===== src/rtl/shift_add_multiplier_if.sv =====
// Start/operand/result bundle for the sequential shift-and-add multiplier.
// The controller drives the master side and the multiplier sits on the slave side.
interface shift_add_multiplier_if #(
  parameter int WORD_LENGTH = 16
);
  logic                       Shot;
  logic                       enable;
  logic [WORD_LENGTH-1:0]     multiplicand;
  logic [WORD_LENGTH-1:0]     multiplier;
  logic [2*WORD_LENGTH-1:0]   product;
  logic                       ready;
  logic                       busy;
  logic                       done;
  logic                       flag0;
  logic                       flagLast;

  modport master (
    output Shot, enable, multiplicand, multiplier,
    input  product, ready, busy, done, flag0, flagLast
  );

  modport slave (
    input  Shot, enable, multiplicand, multiplier,
    output product, ready, busy, done, flag0, flagLast
  );
endinterface


===== src/rtl/shift_add_multiplier.sv =====
// Unsigned WORD_LENGTH x WORD_LENGTH multiplier, one partial product per enabled cycle.
// IDLE -> RUN (WORD_LENGTH steps) -> DONE (one cycle) -> IDLE.
module shift_add_multiplier #(
  parameter int WORD_LENGTH       = 16,
  parameter int NBITS_FOR_COUNTER = $clog2(WORD_LENGTH)
) (
  input  logic                  clk,
  input  logic                  reset,
  shift_add_multiplier_if.slave bus
);
  localparam int PW = 2 * WORD_LENGTH;
  localparam logic [NBITS_FOR_COUNTER-1:0] LAST_STEP = NBITS_FOR_COUNTER'(WORD_LENGTH - 1);
  localparam logic [NBITS_FOR_COUNTER-1:0] ONE_STEP  = NBITS_FOR_COUNTER'(1);

  typedef enum logic [1:0] {
    IDLE = 2'd0,
    RUN  = 2'd1,
    DONE = 2'd2
  } state_t;

  state_t                       state_reg,   state_next;
  logic [NBITS_FOR_COUNTER-1:0] counter_reg, counter_next;
  logic [WORD_LENGTH-1:0]       a_reg,       a_next;
  logic [WORD_LENGTH-1:0]       b_reg,       b_next;
  logic [PW-1:0]                acc_reg,     acc_next;
  logic [PW-1:0]                product_reg, product_next;

  logic [PW-1:0] a_ext;
  logic [PW-1:0] partial [WORD_LENGTH];
  logic [PW-1:0] addend;
  logic [PW-1:0] sum;

  assign a_ext = {{WORD_LENGTH{1'b0}}, a_reg};

  // Every shifted partial product is prepared; the step counter picks one per cycle.
  generate
    for (genvar gi = 0; gi < WORD_LENGTH; gi++) begin : g_partial
      assign partial[gi] = b_reg[gi] ? (a_ext << gi) : '0;
    end
  endgenerate

  assign addend = partial[counter_reg];
  assign sum    = acc_reg + addend;

  always_ff @(posedge clk or posedge reset) begin
    if (reset) begin
      state_reg   <= IDLE;
      counter_reg <= '0;
      a_reg       <= '0;
      b_reg       <= '0;
      acc_reg     <= '0;
      product_reg <= '0;
    end else begin
      state_reg   <= state_next;
      counter_reg <= counter_next;
      a_reg       <= a_next;
      b_reg       <= b_next;
      acc_reg     <= acc_next;
      product_reg <= product_next;
    end
  end

  always_comb begin
    state_next   = state_reg;
    counter_next = counter_reg;
    a_next       = a_reg;
    b_next       = b_reg;
    acc_next     = acc_reg;
    product_next = product_reg;
    case (state_reg)
      IDLE: begin
        if (bus.Shot) begin
          a_next       = bus.multiplicand;
          b_next       = bus.multiplier;
          acc_next     = '0;
          counter_next = '0;
          state_next   = RUN;
        end
      end
      RUN: begin
        // A low enable freezes the step so no partial product is skipped.
        if (bus.enable) begin
          acc_next = sum;
          if (counter_reg == LAST_STEP) begin
            product_next = sum;
            counter_next = '0;
            state_next   = DONE;
          end else begin
            counter_next = counter_reg + ONE_STEP;
          end
        end
      end
      DONE:    state_next = IDLE;
      default: state_next = IDLE;
    endcase
  end

  assign bus.product  = product_reg;
  assign bus.ready    = (state_reg == IDLE);
  assign bus.busy     = (state_reg == RUN);
  assign bus.done     = (state_reg == DONE);
  assign bus.flag0    = (counter_reg == '0);
  assign bus.flagLast = (counter_reg == LAST_STEP);
endmodule


===== src/flat_wrapper.sv =====
// flat-port wrapper written by rule: the top's interface ports become plain ports
module shift_add_multiplier_flat 
#(
  parameter int WORD_LENGTH       = 16,
  parameter int NBITS_FOR_COUNTER = $clog2(WORD_LENGTH)
)
  (clk, reset, bus_Shot, bus_enable, bus_multiplicand, bus_multiplier, bus_product, bus_ready, bus_busy, bus_done, bus_flag0, bus_flagLast);
  shift_add_multiplier_if #(.WORD_LENGTH(WORD_LENGTH)) bus_i ();
  input  logic clk;
  input  logic reset;
  input wire logic [$bits(bus_i.Shot)-1:0] bus_Shot;
  input wire logic [$bits(bus_i.enable)-1:0] bus_enable;
  input wire logic [$bits(bus_i.multiplicand)-1:0] bus_multiplicand;
  input wire logic [$bits(bus_i.multiplier)-1:0] bus_multiplier;
  output wire logic [$bits(bus_i.product)-1:0] bus_product;
  output wire logic [$bits(bus_i.ready)-1:0] bus_ready;
  output wire logic [$bits(bus_i.busy)-1:0] bus_busy;
  output wire logic [$bits(bus_i.done)-1:0] bus_done;
  output wire logic [$bits(bus_i.flag0)-1:0] bus_flag0;
  output wire logic [$bits(bus_i.flagLast)-1:0] bus_flagLast;
  assign bus_i.Shot = bus_Shot;
  assign bus_i.enable = bus_enable;
  assign bus_i.multiplicand = bus_multiplicand;
  assign bus_i.multiplier = bus_multiplier;
  assign bus_product = bus_i.product;
  assign bus_ready = bus_i.ready;
  assign bus_busy = bus_i.busy;
  assign bus_done = bus_i.done;
  assign bus_flag0 = bus_i.flag0;
  assign bus_flagLast = bus_i.flagLast;
  shift_add_multiplier #(.WORD_LENGTH(WORD_LENGTH), .NBITS_FOR_COUNTER(NBITS_FOR_COUNTER)) u_core (.clk(clk), .reset(reset), .bus(bus_i));
endmodule

===== config.mk =====
export PLATFORM = sky130hd
export DESIGN_NAME = shift_add_multiplier_flat
export DESIGN_NICKNAME = d
export VERILOG_FILES = /design/src/rtl/shift_add_multiplier_if.sv /design/src/rtl/shift_add_multiplier.sv /design/src/flat_wrapper.sv
export SDC_FILE = /design/constraint.sdc
export NUM_CORES = 1
export LEC_CHECK = 0
export ABC_AREA = 1
export CAP_MARGIN = 20
export CORE_MARGIN = 8
export CORE_UTILIZATION = 60
export CTS_CLUSTER_SIZE = 24
export DETAILED_ROUTE_END_ITERATION = 8
export PLACE_DENSITY = 0.82
export SLEW_MARGIN = 10
export SYNTH_ARGS = -nofsm -noshare
export SYNTH_HDL_FRONTEND = slang
export SYNTH_SLANG_ARGS = --single-unit

===== constraint.sdc =====
create_clock -name clk -period 4.6 [get_ports clk]
set_input_delay 0.92 -clock clk [delete_from_list [all_inputs] [get_ports clk]]
set_output_delay 0.92 -clock clk [all_outputs]
set_load 0.03 [all_outputs]

# After elaboration in Yosys (flattened, before gate mapping)
# Index checks and enable logic that the tools add are counted.
[totals]
regBits = 102
[op_classes]
n_reduce_logical = 7
magnitude_cmp = 1
n_addsub = 2
n_eq_ne = 6
muxes = 30
n_bitwise = 1
[ops]
columns = ["op", "count"]
rows = [
  ["binary-select mux 32 bit (select 4 bit)", 1],
  ["two-way mux 32 bit", 4],
  ["one-hot mux 32 bit (2 select lines)", 1],
  ["adder 32 bit", 1],
  ["two-way mux 31 bit", 1],
  ["two-way mux 30 bit", 1],
  ["two-way mux 29 bit", 1],
  ["two-way mux 28 bit", 1],
  ["two-way mux 27 bit", 1],
  ["two-way mux 26 bit", 1],
  ["two-way mux 25 bit", 1],
  ["two-way mux 24 bit", 1],
  ["two-way mux 23 bit", 1],
  ["two-way mux 22 bit", 1],
  ["two-way mux 21 bit", 1],
  ["two-way mux 20 bit", 1],
  ["two-way mux 19 bit", 1],
  ["two-way mux 18 bit", 1],
  ["two-way mux 17 bit", 1],
  ["two-way mux 16 bit", 1],
  ["two-way mux 4 bit", 3],
  ["AND reduction 3 bit", 3],
  ["one-hot mux 4 bit (2 select lines)", 1],
  ["two-way mux 2 bit", 3],
  ["13 further kinds", 14],
]

# Depth between registers and ports, before layout
[depth]
depth_word = 7
ltp_mapped = 23
mapped_depth_nobuf = 22

# Least setup slack after synthesis
# No wires, ideal clock.
[synth_path]
path_type = "register -> register"
start = "register u_core.counter_reg[2]"
end = "register u_core.acc_reg[16]"
path_buffers = 3
setup_slack_ns = 2.055
synth_period_minus_slack_ns = 2.545
stages_incl_launch_ff = 17
arrival_ns = 2.417
path_cell_list = "dfrtp_1 > buf_4 > inv_1 > buf_2 > clkbuf_1 > o21ai_0 > o211ai_1 > o22ai_1 > ha_1 > nand2_1 > nor2_1 > inv_1 > nor2_1 > nand2_1 > nand2_1 > xor2_1 > o21ai_0"
[synth_between]
elab_chain_cells = 7
[synth_lines]
columns = ["item", "line", "text"]
rows = [
  ["start: declaration", "shift_add_multiplier.sv:22", "logic [NBITS_FOR_COUNTER-1:0] counter_reg, counter_next;"],
  ["start signal: assignment", "shift_add_multiplier.sv:55", "counter_reg <= counter_next;"],
  ["inverter 4 -> 5 bit (implied by the code)", "shift_add_multiplier.sv:42", "assign addend = partial[counter_reg];"],
  ["binary-select mux 32 bit (select 4 bit)", "shift_add_multiplier.sv:42", ""],
  ["two-way mux 32 bit (implied by the code) (2 in a row)", "shift_add_multiplier.sv:42", ""],
  ["adder 32 bit", "shift_add_multiplier.sv:43", "assign sum = acc_reg + addend;"],
  ["two-way mux 32 bit", "shift_add_multiplier.sv:82", "if (bus.enable) begin"],
  ["one-hot mux 32 bit (2 select lines)", "shift_add_multiplier.sv:70", "case (state_reg)"],
  ["end signal: assignment", "shift_add_multiplier.sv:58", "acc_reg <= acc_next;"],
  ["end: declaration", "shift_add_multiplier.sv:25", "logic [PW-1:0] acc_reg, acc_next;"],
]
# Every way passes these cells. The select of a mux whose other input is x is not followed.
# A chain may end at the register's enable or synchronous reset.

# Worst setup path after layout
[layout_path]
start = "register u_core.counter_reg[0]"
end = "register u_core.acc_reg[16]"
# Same word-level chain as after synthesis.

==> metrics.md <==
| Metric | Value |
|---|---|
| Status | finished clean |
| Antenna Nets Post-Route | 0 |
| Worst r2r src | u_core.counter_reg[0] |
| Hold path depth | 2 |
| Critical path peak fanout | 17 |
| Async set-or-reset flop fraction in the synthesized netlist | 100% |
| Share of layout cells above drive strength 1 | 4.35% |
| Final worst path period share | 86.3% |
| Vias | 9,859 |
| Rel. slew slack | 38.7% |
| Synth Cell Area | 8650 sq um |
| Crit-path leading delay family | simple AND/OR/NAND/NOR gates |
| M2 GR Usage | 51.0% |
| # clock sinks | 102 |
| Final Skew | 0.0109 ns |
| Global route hottest layer | met2 |
| Drt initial violations | 1,669 |
| Least-Margin Pin Slew | 0.920 ns |
| Clock transition at path regs | 0.07 ns |
| Die area | 18,500 sq um |
| Clk Latency, worst-skew pair | 0.36 ns |
| Inserted Clock Buffers | 9 |
| Adder-cell share of the synthesized area | 5.30% |
| DP Wirelength | 23.0 mm |
| Pre-CTS setup slack | 0.832 ns |
| Core area | 14,300 sq um |
| Ys Warns | 0 |
| Area Growth Syn to Fin | 11.8% |
| Vias per Instance | 6.31 |
| Post-synthesis simple-gate area fraction | 28.2% |
| Crit path largest cell delay | 0.54 ns |
| Main combinational cell family by area after synthesis | simple AND/OR/NAND/NOR gates |
| GR met1 Demand/Resource | 45.1% |
| Crit-path slowest cell | dfrtp_1 |
| Synth Flop Type | dfrtp_1 |
| WL per Instance | 20.2 microns |
| Initial DRT Pass Iterations | 6 |
| Mux cell area share after synthesis | 0.391% |
| Final net count | 1,446 |
| Routability cong. | 1.04 |
| Post-synth EDFFs | 0 |
| Clock root buffer | clkbuf_16 |
| CP Capture Type | flip-flop |
| Final WS setup | 0.630 ns |
| Post-CTS sizing | 0 |
| Cell with the most instances on the worst path | nand2_1 |
| Syn Inst Count | 1,351 |
| Setup violations, final | 0 |
| CTS max path bufs | 2 |
| Fin area | 9670 sq um |
| CTS Hold Bufs | 0 |
| Worst hold path type | reg -> reg |
| Final Max Tran Viols | 0 |
| Most frequent cells in the layout | nand2_1 (375), inv_1 (175), o21ai_0 (121) |
| Syn avg cell area | 6.40 sq um |
| Vias in the first global route | 9,110 |
| R2r worst-path depth | 15 |
| GRT overflow | 0 |
| Final WL | 31.6 mm |
| WP data required | 4.81 ns |
| Number of port buffers | 72 |
| Register bit total from synthesis | 102 |
| Post-CTS setup buffer count | 0 |
| # DRC | 0 |
| Worst-case hold path end point | u_core.bus.product[19] |
| Critical path class | reg -> reg |
| Final worst path period need | 3.97 ns |
| Min-delay src | u_core.bus.product[19] |
| CP Launch Type | flip-flop |
| RSZ-0062 raised after global routing | no |
| Compound-Gate Fraction of Synth Area | 23.2% |
| CP cell instances | inv_2, nand2_1, o22ai_1, o21ai_0, or2_0, o22ai_1, ha_1, nand2_1, nor2_1, inv_1, nor2_1, nand2_1, nand2_1, xor2_1, o21ai_0 |
| Critical path buffers and inverters | 2 |
| Achievable Freq | 252 MHz |
| Final setup TNS | 0 ns |
| Hold Slack | 0.480 ns |
| Ant. Diodes | 0 |
| Setup slack, reg-to-reg | 0.63 ns |
| Die Wd | 136 microns |
| Post-DP Area | 9380 sq um |
| Most common cell after layout, fill and taps aside | nand2_1 |
| Met3 Use GR | 9.28% |
| WP data arrival | 4.18 ns |
| Worst R2R End | u_core.acc_reg[16] |
| Initial Util | 60.4% |
| Post-synth net total | 1,423 |
| Sequential share of the synthesized area | 29.5% |
| Initial antenna violation count | 1 |
| CTS tree | done |
| Max_cap viols | 0 |
| # IOs | 73 |
| Row count | 44 |
| Hold violation total from the final report | 0 |
| GRT Util Overall | 34.3% |
| Count of cell types in the netlist | 50 |
| Largest net degree at the start of global routing | 69 |
| First-pass GRT wire length | 49.5 mm |
| Die H | 136 microns |
| XOR/XNOR share of the synthesized area | 1.32% |
| H-tree depth | 3 |
==> routing by layer <==
metal	share of wire [%]	routed length [microns]
met3	12	3930
met5	0.047	15
met4	4.7	1500
met2	43	13800
met1	39	12400
==> worst max path at each step <==
| stage | to | cells after the start | start | slack, ns |
|---|---|---|---|---|
| after floorplan | u_core.a_reg[0] | 1 | reset | 1.00 |
| after global placement | u_core.acc_reg[16] | 14 | u_core.counter_reg[1] | 0.89 |
| after detailed placement | u_core.acc_reg[16] | 14 | u_core.counter_reg[1] | 0.83 |
| after CTS | u_core.acc_reg[16] | 14 | u_core.counter_reg[1] | 0.81 |
| after global routing | u_core.bus.product[21] | 18 | u_core.counter_reg[0] | 0.39 |
| final | u_core.acc_reg[16] | 15 | u_core.counter_reg[0] | 0.63 |
==> synthesized netlist by cell type (3+ instances only) <==
cell      number  share of area, %
a31oi_1       11              0.80
nand2_1      376                16
xnor2_1        7              0.71
buf_2         17              0.98
nor2_1        95               4.1
o22ai_1       27               2.0
buf_4          6              0.52
nand3b_1       3              0.26
o21ai_0      121               7.0
o221ai_1      31               3.1
inv_2          4              0.17
inv_1        176               7.6
clkbuf_1      44               1.9
o21bai_1       3              0.26
nand3_1       75               4.3
buf_1          4              0.17
xor2_1         6              0.61
o41ai_1        3              0.30
nor3_1         8              0.46
a21oi_1      116               6.7
nor4_1         5              0.36
clkbuf_2       3              0.17
mux2_2         3              0.39
buf_6          3              0.39
o211ai_1       6              0.52
nand4_1       16               1.2
dfrtp_1      102                30
ha_1          35               5.1
o21ai_1       11              0.64
o21ai_2        8              0.81
nand2_2        3              0.22
==> cell type report <==
class / count / area (sq um)
clock buffers: 10 / 239
clock inverters: 6 / 43.8
fillers: 1290 / 4650
inverters: 182 / 688
multi-input cells: 990 / 5050
flip-flops and latches: 102 / 2550
well taps: 184 / 230
repair buffers: 89 / 861
==> worst reg2reg max path: stages (launching register included) <==
cell     delay (ns)
dfrtp_1        0.54
inv_2          0.37
nand2_1        0.47
o22ai_1        0.27
o21ai_0        0.16
or2_0          0.24
o22ai_1        0.23
ha_1           0.28
nand2_1        0.10
nor2_1         0.34
inv_1          0.08
nor2_1         0.22
nand2_1        0.08
nand2_1        0.07
xor2_1         0.25
o21ai_0        0.13
==> metrics by stage <==
step	std cells	util (%)
6_report	1563	67.5
5_1_grt	1563	67.5
4_1_cts	1563	67.5
3_5_place_dp	1547	65.6
3_3_place_gp	1547	65.6
2_1_floorplan	1351	-
==> logic make-up after synthesis <==
logic type               count (synthesis)
multiplexers                             3
AND/OR/NAND/NOR                        591
AO/OA/AOI/OAI                          347
XOR/XNOR                                13
adder cells (fa/ha/maj)                 36
buffers and inverters                  259
flip-flops                             102
Power is not shown: default switching activity piles up to over one toggle a cycle in this logic, so the estimate is an artifact.
